===== config.mk =====
export PLATFORM = sky130hd
export DESIGN_NAME = module_rca_result_display
export DESIGN_NICKNAME = d
export VERILOG_FILES = /design/src/rtl/module_rca_result_display.sv
export SDC_FILE = /design/constraint.sdc
export NUM_CORES = 1
export LEC_CHECK = 0
export ABC_AREA = 1
export CAP_MARGIN = 20
export CELL_PAD_IN_SITES_DETAIL_PLACEMENT = 2
export CELL_PAD_IN_SITES_GLOBAL_PLACEMENT = 2
export CORE_MARGIN = 10
export CORE_UTILIZATION = 37
export DETAILED_ROUTE_END_ITERATION = 16
export GPL_TIMING_DRIVEN = 0
export PLACE_DENSITY = 0.92
export SYNTH_ARGS = -nofsm -noshare
export SYNTH_HDL_FRONTEND = slang
export SYNTH_SLANG_ARGS = --single-unit

===== constraint.sdc =====
create_clock -name clk_pi -period 4.6 [get_ports clk_pi]
set_clock_uncertainty 0.05 [all_clocks]
set_input_delay 0.92 -clock clk_pi [delete_from_list [all_inputs] [get_ports clk_pi]]
set_output_delay 0.92 -clock clk_pi [all_outputs]
set_load 0.02 [all_outputs]

===== src/rtl/module_rca_result_display.sv =====
// module_rca_result_display
//   Takes the ripple-carry adder result and shows it in decimal on a
//   4-digit multiplexed common-anode 7-segment display. The binary value is
//   converted to BCD with double-dabble, one bit per clock. The last
//   converted value is held in bcd_po, and the display scans it continuously
//   with leading zeros blanked.
//
// Ports
//   clk_pi     system clock
//   rst_n_pi   asynchronous active-low reset (assert async, release sync)
//   result_pi  binary value to convert (WIDTH bits)
//   valid_pi   sample strobe, accepted only while idle
//   busy_po    high while a conversion is running
//   done_po    one-cycle pulse when bcd_po updates
//   bcd_po     4 BCD nibbles, [3:0] = ones
//   an_po      active-low one-hot digit enable, an_po[0] = ones digit
//   seg_po     active-low segments {g,f,e,d,c,b,a}
module module_rca_result_display #(
  parameter int unsigned WIDTH       = 8,
  parameter int unsigned REFRESH_DIV = 100000
) (
  input  logic             clk_pi,
  input  logic             rst_n_pi,
  input  logic [WIDTH-1:0] result_pi,
  input  logic             valid_pi,
  output logic             busy_po,
  output logic             done_po,
  output logic [15:0]      bcd_po,
  output logic [3:0]       an_po,
  output logic [6:0]       seg_po
);

  localparam int unsigned CNT_W = (WIDTH < 2) ? 1 : $clog2(WIDTH);
  localparam int unsigned REF_W = $clog2(REFRESH_DIV);

  typedef enum logic {IDLE, CONVERT} state_t;

  state_t             state, state_nxt;
  logic [1:0]         rst_sync;
  logic               rst_n;
  logic [WIDTH-1:0]   shift_reg;
  logic [15:0]        scratch;
  logic [15:0]        scratch_adj;
  logic [16+WIDTH-1:0] shifted;
  logic [CNT_W-1:0]   bit_cnt;
  logic               last_bit;
  logic [REF_W-1:0]   refresh_cnt;
  logic [1:0]         digit_idx;
  logic [3:0]         nib;
  logic [3:0]         blank;
  logic [3:0]         an_nxt;
  logic [6:0]         seg_nxt;

  // Reset is asserted asynchronously and released on a clock edge.
  always_ff @(posedge clk_pi or negedge rst_n_pi) begin
    if (!rst_n_pi) rst_sync <= '0;
    else           rst_sync <= {rst_sync[0], 1'b1};
  end
  assign rst_n = rst_sync[1];

  // State register.
  always_ff @(posedge clk_pi or negedge rst_n) begin
    if (!rst_n) state <= IDLE;
    else        state <= state_nxt;
  end

  assign last_bit = (bit_cnt == CNT_W'(WIDTH - 1));

  // Next-state logic.
  always_comb begin
    state_nxt = state;
    case (state)
      IDLE:    if (valid_pi) state_nxt = CONVERT;
      CONVERT: if (last_bit) state_nxt = IDLE;
      default: state_nxt = IDLE;
    endcase
  end

  // FSM outputs.
  always_comb begin
    busy_po = (state == CONVERT);
  end

  // Double-dabble step: add 3 to every nibble >= 5, then shift the whole
  // {scratch, shift_reg} chain left by one.
  always_comb begin
    scratch_adj = scratch;
    for (int unsigned i = 0; i < 4; i++) begin
      if (scratch[4*i +: 4] >= 4'd5) scratch_adj[4*i +: 4] = scratch[4*i +: 4] + 4'd3;
    end
    shifted = {scratch_adj, shift_reg} << 1;
  end

  always_ff @(posedge clk_pi or negedge rst_n) begin
    if (!rst_n) begin
      shift_reg <= '0;
      scratch   <= '0;
      bit_cnt   <= '0;
      bcd_po    <= '0;
      done_po   <= 1'b0;
    end else begin
      done_po <= 1'b0;
      case (state)
        IDLE: begin
          if (valid_pi) begin
            shift_reg <= result_pi;
            scratch   <= '0;
            bit_cnt   <= '0;
          end
        end
        CONVERT: begin
          {scratch, shift_reg} <= shifted;
          bit_cnt              <= bit_cnt + CNT_W'(1);
          if (last_bit) begin
            bcd_po  <= shifted[16+WIDTH-1 -: 16];
            done_po <= 1'b1;
          end
        end
        default: ;
      endcase
    end
  end

  // Digit scan, free running regardless of conversion activity.
  always_ff @(posedge clk_pi or negedge rst_n) begin
    if (!rst_n) begin
      refresh_cnt <= '0;
      digit_idx   <= '0;
    end else if (refresh_cnt == REF_W'(REFRESH_DIV - 1)) begin
      refresh_cnt <= '0;
      digit_idx   <= digit_idx + 2'd1;
    end else begin
      refresh_cnt <= refresh_cnt + REF_W'(1);
    end
  end

  function automatic logic [6:0] encode(input logic [3:0] d);
    case (d)
      4'd0:    return 7'b1000000;
      4'd1:    return 7'b1111001;
      4'd2:    return 7'b0100100;
      4'd3:    return 7'b0110000;
      4'd4:    return 7'b0011001;
      4'd5:    return 7'b0010010;
      4'd6:    return 7'b0000010;
      4'd7:    return 7'b1111000;
      4'd8:    return 7'b0000000;
      4'd9:    return 7'b0010000;
      default: return 7'b0111111;
    endcase
  endfunction

  // A digit is blank when it and every digit above it are zero.
  always_comb begin
    blank[3] = (bcd_po[15:12] == 4'd0);
    blank[2] = blank[3] && (bcd_po[11:8] == 4'd0);
    blank[1] = blank[2] && (bcd_po[7:4] == 4'd0);
    blank[0] = 1'b0;
    nib      = bcd_po[{digit_idx, 2'b00} +: 4];
    an_nxt   = ~(4'b0001 << digit_idx);
    seg_nxt  = blank[digit_idx] ? 7'b1111111 : encode(nib);
  end

  // Anode and segment registers load on the same edge so digit and
  // pattern always change together.
  always_ff @(posedge clk_pi or negedge rst_n) begin
    if (!rst_n) begin
      an_po  <= 4'b1110;
      seg_po <= 7'b1000000;
    end else begin
      an_po  <= an_nxt;
      seg_po <= seg_nxt;
    end
  end

endmodule


# Word-level counts from Yosys, hierarchy flattened
# Memory sizes are Yosys's and may differ from the RTL's.
# Index checks and enable logic that the tools add are counted.
[op_classes]
mux = 19
n_bitwise = 2
add_sub_neg = 7
n_reduce_logical = 6
n_shift = 2
eq_ne = 3
magnitude_cmp = 5
[op_table]
columns = ["cell", "count"]
rows = [
  ["$pmux W16 S2", 1],
  ["$add A17 B1 Y17 const B", 1],
  ["$eq A17 B17 Y1 const B", 1],
  ["$mux W17", 1],
  ["$ge A4 B3 Y1 const B", 4],
  ["$mux W16", 1],
  ["$pmux W8 S2", 1],
  ["$shiftx A16 B5 Y4", 1],
  ["$add A4 B2 Y4 const B", 3],
  ["$logic_not A4 Y1", 3],
  ["$mux W4", 3],
  ["$mux W8", 1],
  ["$mux W7", 1],
  ["$mux W3", 2],
  ["$pmux W3 S2", 1],
  ["$mux W1", 5],
  ["$not A4 Y4", 1],
  ["$shl A1 B2 Y4 const A", 1],
  ["$add A3 B1 Y3 const B", 1],
  ["$add A3 B2 Y3 const B", 1],
  ["$eq A3 B3 Y1 const B", 1],
  ["$lt A2 B3 Y1 const B", 1],
  ["$add A2 B1 Y2 const B", 1],
  ["$bmux W1 S2", 1],
  ["5 further kinds", 6],
]
[totals]
reg_bits = 77
romBits = 112
inputBits = 11
n_memories = 1
elab_cells = 56
out_inout_bits = 29
[mem_list]
columns = ["memory", "depth", "width", "rd", "rd_ports_with_merged_regs", "wr", "line_no", "rtl"]
rows = [
  ["(no name shown)", 16, 7, 1, 0, 0, "138", "case (d)"],
]

# Logic depth before layout (Yosys ltp)
# Gate-level depths: netlist of the first run.
[logic_depth]
word_depth = 6
depth_mapped = 11
depth_no_buf = 10

# Least setup slack after synthesis of the first run
# Ideal clock, no wire load.
[synth_timing]
kind = "in2reg"
startpoint = "in valid_pi"
endpoint = "reg shift_reg[3]"
path_slack_ps = 3007
setup_time_ps = 122
path_buffers = 1
required_ps = 4428
arrival_ps = 1421
path_stages = 5
cell_sequence = "nor2_4 inv_1 buf_2 o22ai_1 nor2_1"
[synth_via]
elab_chain_cells = 1
[synth_rtl]
columns = ["element", "line_no", "rtl"]
rows = [
  ["start: declaration", "25", "input logic valid_pi,"],
  ["$ne A2 B2 Y1 (no source line)", "--", ""],
  ["end signal: assignment", "106", "shift_reg <= result_pi;"],
  ["end signal: assignment", "112", "{scratch, shift_reg} <= shifted;"],
  ["end: declaration", "41", "logic [WIDTH-1:0] shift_reg;"],
]
# Every way passes these cells.
# A chain may end at the register's enable or synchronous reset.

# Worst setup path after layout of the first run
[layout_timing]
startpoint = "reg an_po[3]"
endpoint = "out an_po[3]"
[layout_lines]
columns = ["element", "line_no", "rtl"]
rows = [
  ["start: declaration", "29", "output logic [3:0] an_po,"],
  ["start signal: assignment", "171", "an_po <= an_nxt;"],
]
# No word-level cell between the ends.

==> out/qor.tcl, run 1 <==
set qor(max_stage_delay_ns) 0.60
set qor(layout_setup_ws_ns) 2.124
set qor(cts-resized-gates) 0
set qor(multi_input_comb_area_mm2) 0.001665
set qor(ys_seq_area_frac) 0.4934
set qor(max_slew_margin) 0.6449
set qor(largest_register_by_flop_count) {refresh_cnt}
set qor(postSynthCellCount) 467
set qor(worst_pin_slew_ns) 0.5327
set qor(final.hold.worst_slack_ns) 0.2271
set qor(grt_util_all_layers) 0.1863
set qor(tritoncts) {built}
set qor(grt_start_max_net_pins) 47
set qor(detailed_place_hpwl_mm) 9.306
set qor(setup_viol) 0
set qor(postCtsHoldBufs) 0
set qor(endpoint_kind) {output port}
set qor(post_cts_setup_buffer_count) 0
set qor(fillerInstances) 1154
set qor(critPathCapture) {an_po[3]}
set qor(numCtsBuffers) 9
set qor(stdcell_area_mm2) 0.004713
set qor(nets) 550
set qor(initial_utilization) 0.3792
set qor(critPathBufInv) 1
set qor(route.vias.total) 3436
set qor(buffer_ports.inserted) 39
set qor(synth.cells.most_frequent) {sky130_fd_sc_hd__nand2_1 (118), sky130_fd_sc_hd__dfrtp_1 (73), sky130_fd_sc_hd__inv_1 (60)}
set qor(die_width_um) 122.9
set qor(floorplan.die_area_mm2) 0.01510
set qor(static_leakage_nw) 2.319
set qor(timing.final.crit_share) 0.5382
set qor(insertion_delay_ns) 0.37
set qor(final-hold-violation-count) 0
set qor(synth_edf_count) 0
set qor(ff_latch_area_mm2) 0.001936
set qor(max-clock-path-buffers) 2
set qor(syn-cell-area_mm2) 0.003915
set qor(synth_area_leaders) {sky130_fd_sc_hd__dfrtp_1 (47%), sky130_fd_sc_hd__nand2_1 (11%), sky130_fd_sc_hd__ha_1 (6.7%)}
set qor(finish.cell_count_without_fillers) 659
set qor(worstReg2RegStart) {digit_idx[0]$_DFFE_PN0N_}
set qor(postSynth.asyncResetShare) 1.000
set qor(finalSetupTns_ns) 0
set qor(worstSetupPathDepth) 1
set qor(detailedRoute.firstIterationViolations) 211
set qor(min_period_ns) 2.476
set qor(kind_of_path_behind_the_tightest_hold_check) {register to asynchronous set/reset pin}
set qor(placed_cell_area_mm2) 0.004507
set qor(cts_max_level) 3
set qor(synth.largest_area_cell) {sky130_fd_sc_hd__dfrtp_1}
set qor(cp_data_arrival_time_ns) 1.51
set qor(reg.largest.list) {refresh_cnt x17, bcd_po x16, scratch x16}
set qor(first_pass_iters) 4
set qor(power_mw) 3.111
set qor(critPathLaunchType) {register}
set qor(vias_per_cell) 5.214
set qor(max-vdd-ir-drop_mv) 0.2686
set qor(clock_sinks) 77
set qor(largest_register_ffs) 17
set qor(r2r_end) {seg_po[5]$_DFF_PN0_}
set qor(leftover_overflow_at_the_end_of_global_routing) 0
set qor(worstPathCellList) {clkdlybuf4s50_1}
set qor(cts_root_buf) {sky130_fd_sc_hd__clkbuf_8}
set qor(diodes) 0
set qor(cts.clk_slew.worst_paths_ns) 0.08
set qor(max_fo_critical_path) 1
set qor(crit_type) {register to output port}
set qor(area_growth_syn_to_layout_pct) 20.39
set qor(die-height_um) 122.9
set qor(global_route_wire_length_before_repair_mm) 21.74
set qor(globalplace.congestion) 0.8408
set qor(grt_setup_unrepaired) {false}
set qor(synth_nets) 499
set qor(placed_cells_incl_taps) 643
set qor(placeable_core_region_mm2) 0.01032
set qor(power_per_cell_area_mw_per_mm2) 660.0
set qor(yosysMostFrequentCell) {sky130_fd_sc_hd__nand2_1}
set qor(ios) 40
set qor(detail_route.drc_violations) 0
set qor(cp_max_stage_cell) {sky130_fd_sc_hd__clkdlybuf4s50_1}
set qor(worstRegToRegCells) 11
set qor(grt_antenna_before_repair) 0
set qor(avgSynthCellArea_um2) 8.383
set qor(first_global_vias) 4010
set qor(timing_max_transition_violations_final) 0
set qor(postSynth.topFlopCell) {sky130_fd_sc_hd__dfrtp_1}
set qor(place_worst_setup_slack_ns) 2.239
set qor(synth_largest_type_area_fraction) 0.4666
set qor(critPathLaunch) {an_po[3]$_DFF_PN1_}
set qor(yosysWarnings) 0
set qor(fmax_mhz) 403.9
set qor(worst_path_dominant_cell_family) {buffers and inverters}
set qor(post_route_cells_drive_above_1_share) 0.09178
set qor(route.final.wire_length_mm) 13.12
set qor(timing.critical_path.required_ns) 3.63
set qor(row_count) 37
set qor(wl_per_cell_um) 19.91
set qor(synth-seq-cells) 77
set qor(r2r_slack_ns) 2.61
set qor(run_status) {finished, final reports clean}
set qor(netlist-cell-type-count) 31
set qor(max_cap_violations) 0
set qor(antenna_violating_nets_post_route) 0
set qor(utilization) 0.4566
-- layer usage --
layer / vias up / track usage / routed length [um]
li1: 1585 / - / -
met1: 1765 / 0.2127 / 5503
met2: 60 / 0.3350 / 6924
met3: 26 / 0.03444 / 391
met4: 0 / 0.07437 / 303
met5: - / 0 / 0
-- power by group --
group          total [mW]  switching [mW]  leakage [nW]  internal [mW]
Combinational        1.44           0.915          1.25          0.529
Sequential           1.09           0.188         0.962          0.905
Clock               0.574           0.270         0.107          0.303
-- worst register-to-register path, stage by stage, from the launching register on --
cell and delay, ns:
sky130_fd_sc_hd__dfrtp_1 0.44, sky130_fd_sc_hd__inv_1 0.11, sky130_fd_sc_hd__buf_6 0.16, sky130_fd_sc_hd__nand2_1 0.07
sky130_fd_sc_hd__nand3_1 0.12, sky130_fd_sc_hd__nand2_1 0.23, sky130_fd_sc_hd__inv_1 0.12, sky130_fd_sc_hd__ha_1 0.22
sky130_fd_sc_hd__inv_1 0.06, sky130_fd_sc_hd__nand3_1 0.10, sky130_fd_sc_hd__nand3_1 0.11, sky130_fd_sc_hd__nand3_1 0.08
-- layout by cell type (no fill, tap or decap), types with 4 or more instances in the layout --
master	count
sky130_fd_sc_hd__nand2_2	5
sky130_fd_sc_hd__nor3_1	7
sky130_fd_sc_hd__o21ai_0	30
sky130_fd_sc_hd__nor2_1	39
sky130_fd_sc_hd__dfstp_2	4
sky130_fd_sc_hd__buf_2	6
sky130_fd_sc_hd__ha_1	21
sky130_fd_sc_hd__nand2_1	118
sky130_fd_sc_hd__o22ai_1	16
sky130_fd_sc_hd__clkbuf_8	10
sky130_fd_sc_hd__nand3_1	52
sky130_fd_sc_hd__inv_1	60
sky130_fd_sc_hd__dfrtp_1	72
sky130_fd_sc_hd__xor2_1	7
sky130_fd_sc_hd__clkdlybuf4s50_1	39
-- area by class of cell --
cell class,count,area share
well taps,136,0.03610
inverters,65,0.05336
clock inverters,5,0.01593
repair buffers,40,0.08866
flip-flops and latches,77,0.4107
multi-input cells,315,0.3533
clock buffers,11,0.02787
plain buffers,10,0.01407
-- cell families after synthesis --
kind of cell             Yosys count  share of synthesized area
XOR/XNOR                           8                    0.01790
flip-flops                        77                     0.4934
AND/OR/NAND/NOR                  233                     0.2653
adder cells (fa/ha/maj)           21                    0.06711
buffers and inverters             75                    0.08118
AO/OA/AOI/OAI                     52                    0.07415
other                              1                  0.0009579
-- how the worst min path moves through the flow --
| stage | cells past startpoint | end | slack (ns) |
|---|---|---|---|
| 6_report | 0 | scratch[8]$_DFFE_PN0P_ | 0.23 |
| 5_1_grt | 0 | scratch[8]$_DFFE_PN0P_ | 0.27 |
| 4_1_cts | 0 | scratch[8]$_DFFE_PN0P_ | 0.25 |
| 3_5_place_dp | 0 | scratch[8]$_DFFE_PN0P_ | 0.24 |
| 3_3_place_gp | 0 | rst_sync[1]$_DFF_PN0_ | 0.29 |
| 2_1_floorplan | 0 | rst_sync[1]$_DFF_PN0_ | 0.28 |
No activity file was read; power rests on OpenSTA's default activity.
==> run 2, diff against run 1 <==
- CORE_UTILIZATION: 37 -> 31
- PLACE_DENSITY: 0.92 -> 0.83
- clock period: 4.6 -> 2.1 ns (I/O delays scaled with it)
==> run 2 against run 1 <==
Against the previous run: non-clock buffer count stayed put; worst hold slack worse by 0.12 ns; die area is 16% higher; core utilization is 5.7 points lower; via count is 3.4% lower; first-iteration DRC count is 30% lower; sequential cell count stayed put; cell area is 3.4% higher; critical path depth stayed put; wire length is 11% lower; largest power group unchanged; highest routed layer unchanged.
==> out/qor.tcl, run 2 (synthesis results as in run 1) <==
set qor(run_status) {finished, final reports clean}
set qor(area_growth_syn_to_layout_pct) 24.48
set qor(placeable_core_region_mm2) 0.01221
set qor(insertion_delay_ns) 0.34
set qor(wl_per_cell_um) 16.83
set qor(r2r_end) {seg_po[3]$_DFF_PN0_}
set qor(row_count) 40
set qor(numCtsBuffers) 9
set qor(grt_setup_unrepaired) {false}
set qor(final_cell_mix) {sky130_fd_sc_hd__nand2_1 (118), sky130_fd_sc_hd__dfrtp_1 (72), sky130_fd_sc_hd__inv_1 (60)}
set qor(power_per_cell_area_mw_per_mm2) 1471
set qor(clock_sinks) 77
set qor(final-hold-violation-count) 0
set qor(detail_route.drc_violations) 0
set qor(mostFrequentLayoutCell) {sky130_fd_sc_hd__nand2_1}
set qor(max_fo_critical_path) 1
set qor(placed_cell_area_mm2) 0.004547
set qor(first_global_vias) 3861
set qor(finish.cell_count_without_fillers) 691
set qor(multi_input_comb_area_mm2) 0.001665
set qor(detailed_place_hpwl_mm) 8.727
set qor(antenna_violating_nets_post_route) 0
set qor(critPathBufInv) 1
set qor(route.final.wire_length_mm) 11.63
set qor(cp_max_stage_cell) {sky130_fd_sc_hd__clkdlybuf4s50_1}
set qor(max_cap_violations) 0
set qor(detailedRoute.firstIterationViolations) 147
set qor(utilization) 0.3991
set qor(worst_pin_slew_ns) 0.5731
set qor(worstPathCellList) {clkdlybuf4s50_1}
set qor(cp_data_arrival_time_ns) 1.46
set qor(setup_viol) 0
set qor(fillerInstances) 1401
set qor(cts-resized-gates) 0
set qor(diodes) 0
set qor(globalplace.congestion) 0.8485
set qor(leftover_overflow_at_the_end_of_global_routing) 0
set qor(kind_of_path_behind_the_tightest_hold_check) {register to asynchronous set/reset pin}
set qor(timing.critical_path.required_ns) 1.63
set qor(largest_register_by_flop_count) {refresh_cnt}
set qor(grt_start_max_net_pins) 67
set qor(worstRegToRegCells) 9
set qor(crit_type) {register to output port}
set qor(first_pass_iters) 4
set qor(timing.final.crit_share) 0.9173
set qor(max_slew_margin) 0.6179
set qor(post_cts_setup_buffer_count) 0
set qor(cts_root_buf) {sky130_fd_sc_hd__clkbuf_16}
set qor(reg.largest.list) {refresh_cnt x17, bcd_po x16, scratch x16}
set qor(max-vdd-ir-drop_mv) 0.4648
set qor(endpoint_kind) {output port}
set qor(min_period_ns) 1.926
set qor(post_route_cells_drive_above_1_share) 0.09369
set qor(tritoncts) {built}
set qor(max-clock-path-buffers) 2
set qor(floorplan.die_area_mm2) 0.01752
set qor(critPathLaunchType) {register}
set qor(static_leakage_nw) 2.375
set qor(initial_utilization) 0.3206
set qor(die_width_um) 132.4
set qor(worstSetupPathDepth) 1
set qor(r2r_slack_ns) 0.27
set qor(die-height_um) 132.4
set qor(stdcell_area_mm2) 0.004873
set qor(buffer_ports.inserted) 39
set qor(placed_cells_incl_taps) 675
set qor(worst_path_dominant_cell_family) {buffers and inverters}
set qor(vias_per_cell) 4.802
set qor(largest_register_ffs) 17
set qor(ff_latch_area_mm2) 0.001936
set qor(cts_max_level) 3
set qor(fmax_mhz) 519.1
set qor(grt_util_all_layers) 0.1383
set qor(grt_antenna_before_repair) 0
set qor(ios) 40
set qor(route.vias.total) 3318
set qor(finalSetupTns_ns) 0
set qor(max_stage_delay_ns) 0.60
set qor(postCtsHoldBufs) 0
set qor(worstReg2RegStart) {digit_idx[0]$_DFFE_PN0N_}
set qor(cts.clk_slew.worst_paths_ns) 0.06
set qor(global_route_wire_length_before_repair_mm) 19.88
set qor(nets) 550
set qor(timing_max_transition_violations_final) 0
==> run 2: per-stage QoR <==
stage / setup slack, ns / hold WS, ns / total power [mW]
3_5_place_dp: 0.2630 / 0.1184 / 5.479
5_1_grt: 0.09920 / 0.1288 / 7.769
2_1_floorplan: 0.5623 / 0.07441 / 4.228
4_1_cts: 0.1529 / 0.1204 / 7.294
3_3_place_gp: 0.2519 / 0.2854 / 5.215
6_report: 0.1738 / 0.1092 / 7.171
==> run 2: area by class of cell <==
class	instances	area share
Sequential cell	77	0.3972
Multi-Input combinational cell	315	0.3417
Timing Repair Buffer	40	0.08575
Clock buffer	12	0.05263
Inverter	65	0.05160
Tap cell	168	0.04313
Clock inverter	4	0.01438
Buffer	10	0.01361
==> run 2: worst max-delay path by stage <==
stage,slack [ns],start,to
global placement,0.25,rst_sync[1]$_DFF_PN0_,seg_po[4]$_DFF_PN0_
global route,0.1,digit_idx[1]$_DFFE_PN0N_,seg_po[4]$_DFF_PN0_
detailed placement,0.26,valid_pi,shift_reg[3]$_DFFE_PN0P_
CTS,0.15,an_po[1]$_DFF_PN1_,an_po[1]
finish,0.17,an_po[1]$_DFF_PN1_,an_po[1]
floorplan,0.56,digit_idx[0]$_DFFE_PN0N_,seg_po[5]$_DFF_PN0_
==> run 2: per-layer routing <==
metal  GRT usage  vias to the layer above  part of all wire
met5           0                        -                 0
met4     0.05685                        0             0.016
met3     0.02896                       16             0.027
met2      0.2467                       40              0.52
met1      0.1556                     1667              0.43
li1            -                     1595                 -
==> run 2: power by group <==
part	internal (mW)	leakage (nW)	switching (mW)
registers	1.99	0.962	0.385
logic	1.16	1.25	1.92
clock network	1.10	0.163	0.618
total	4.25	2.37	2.92
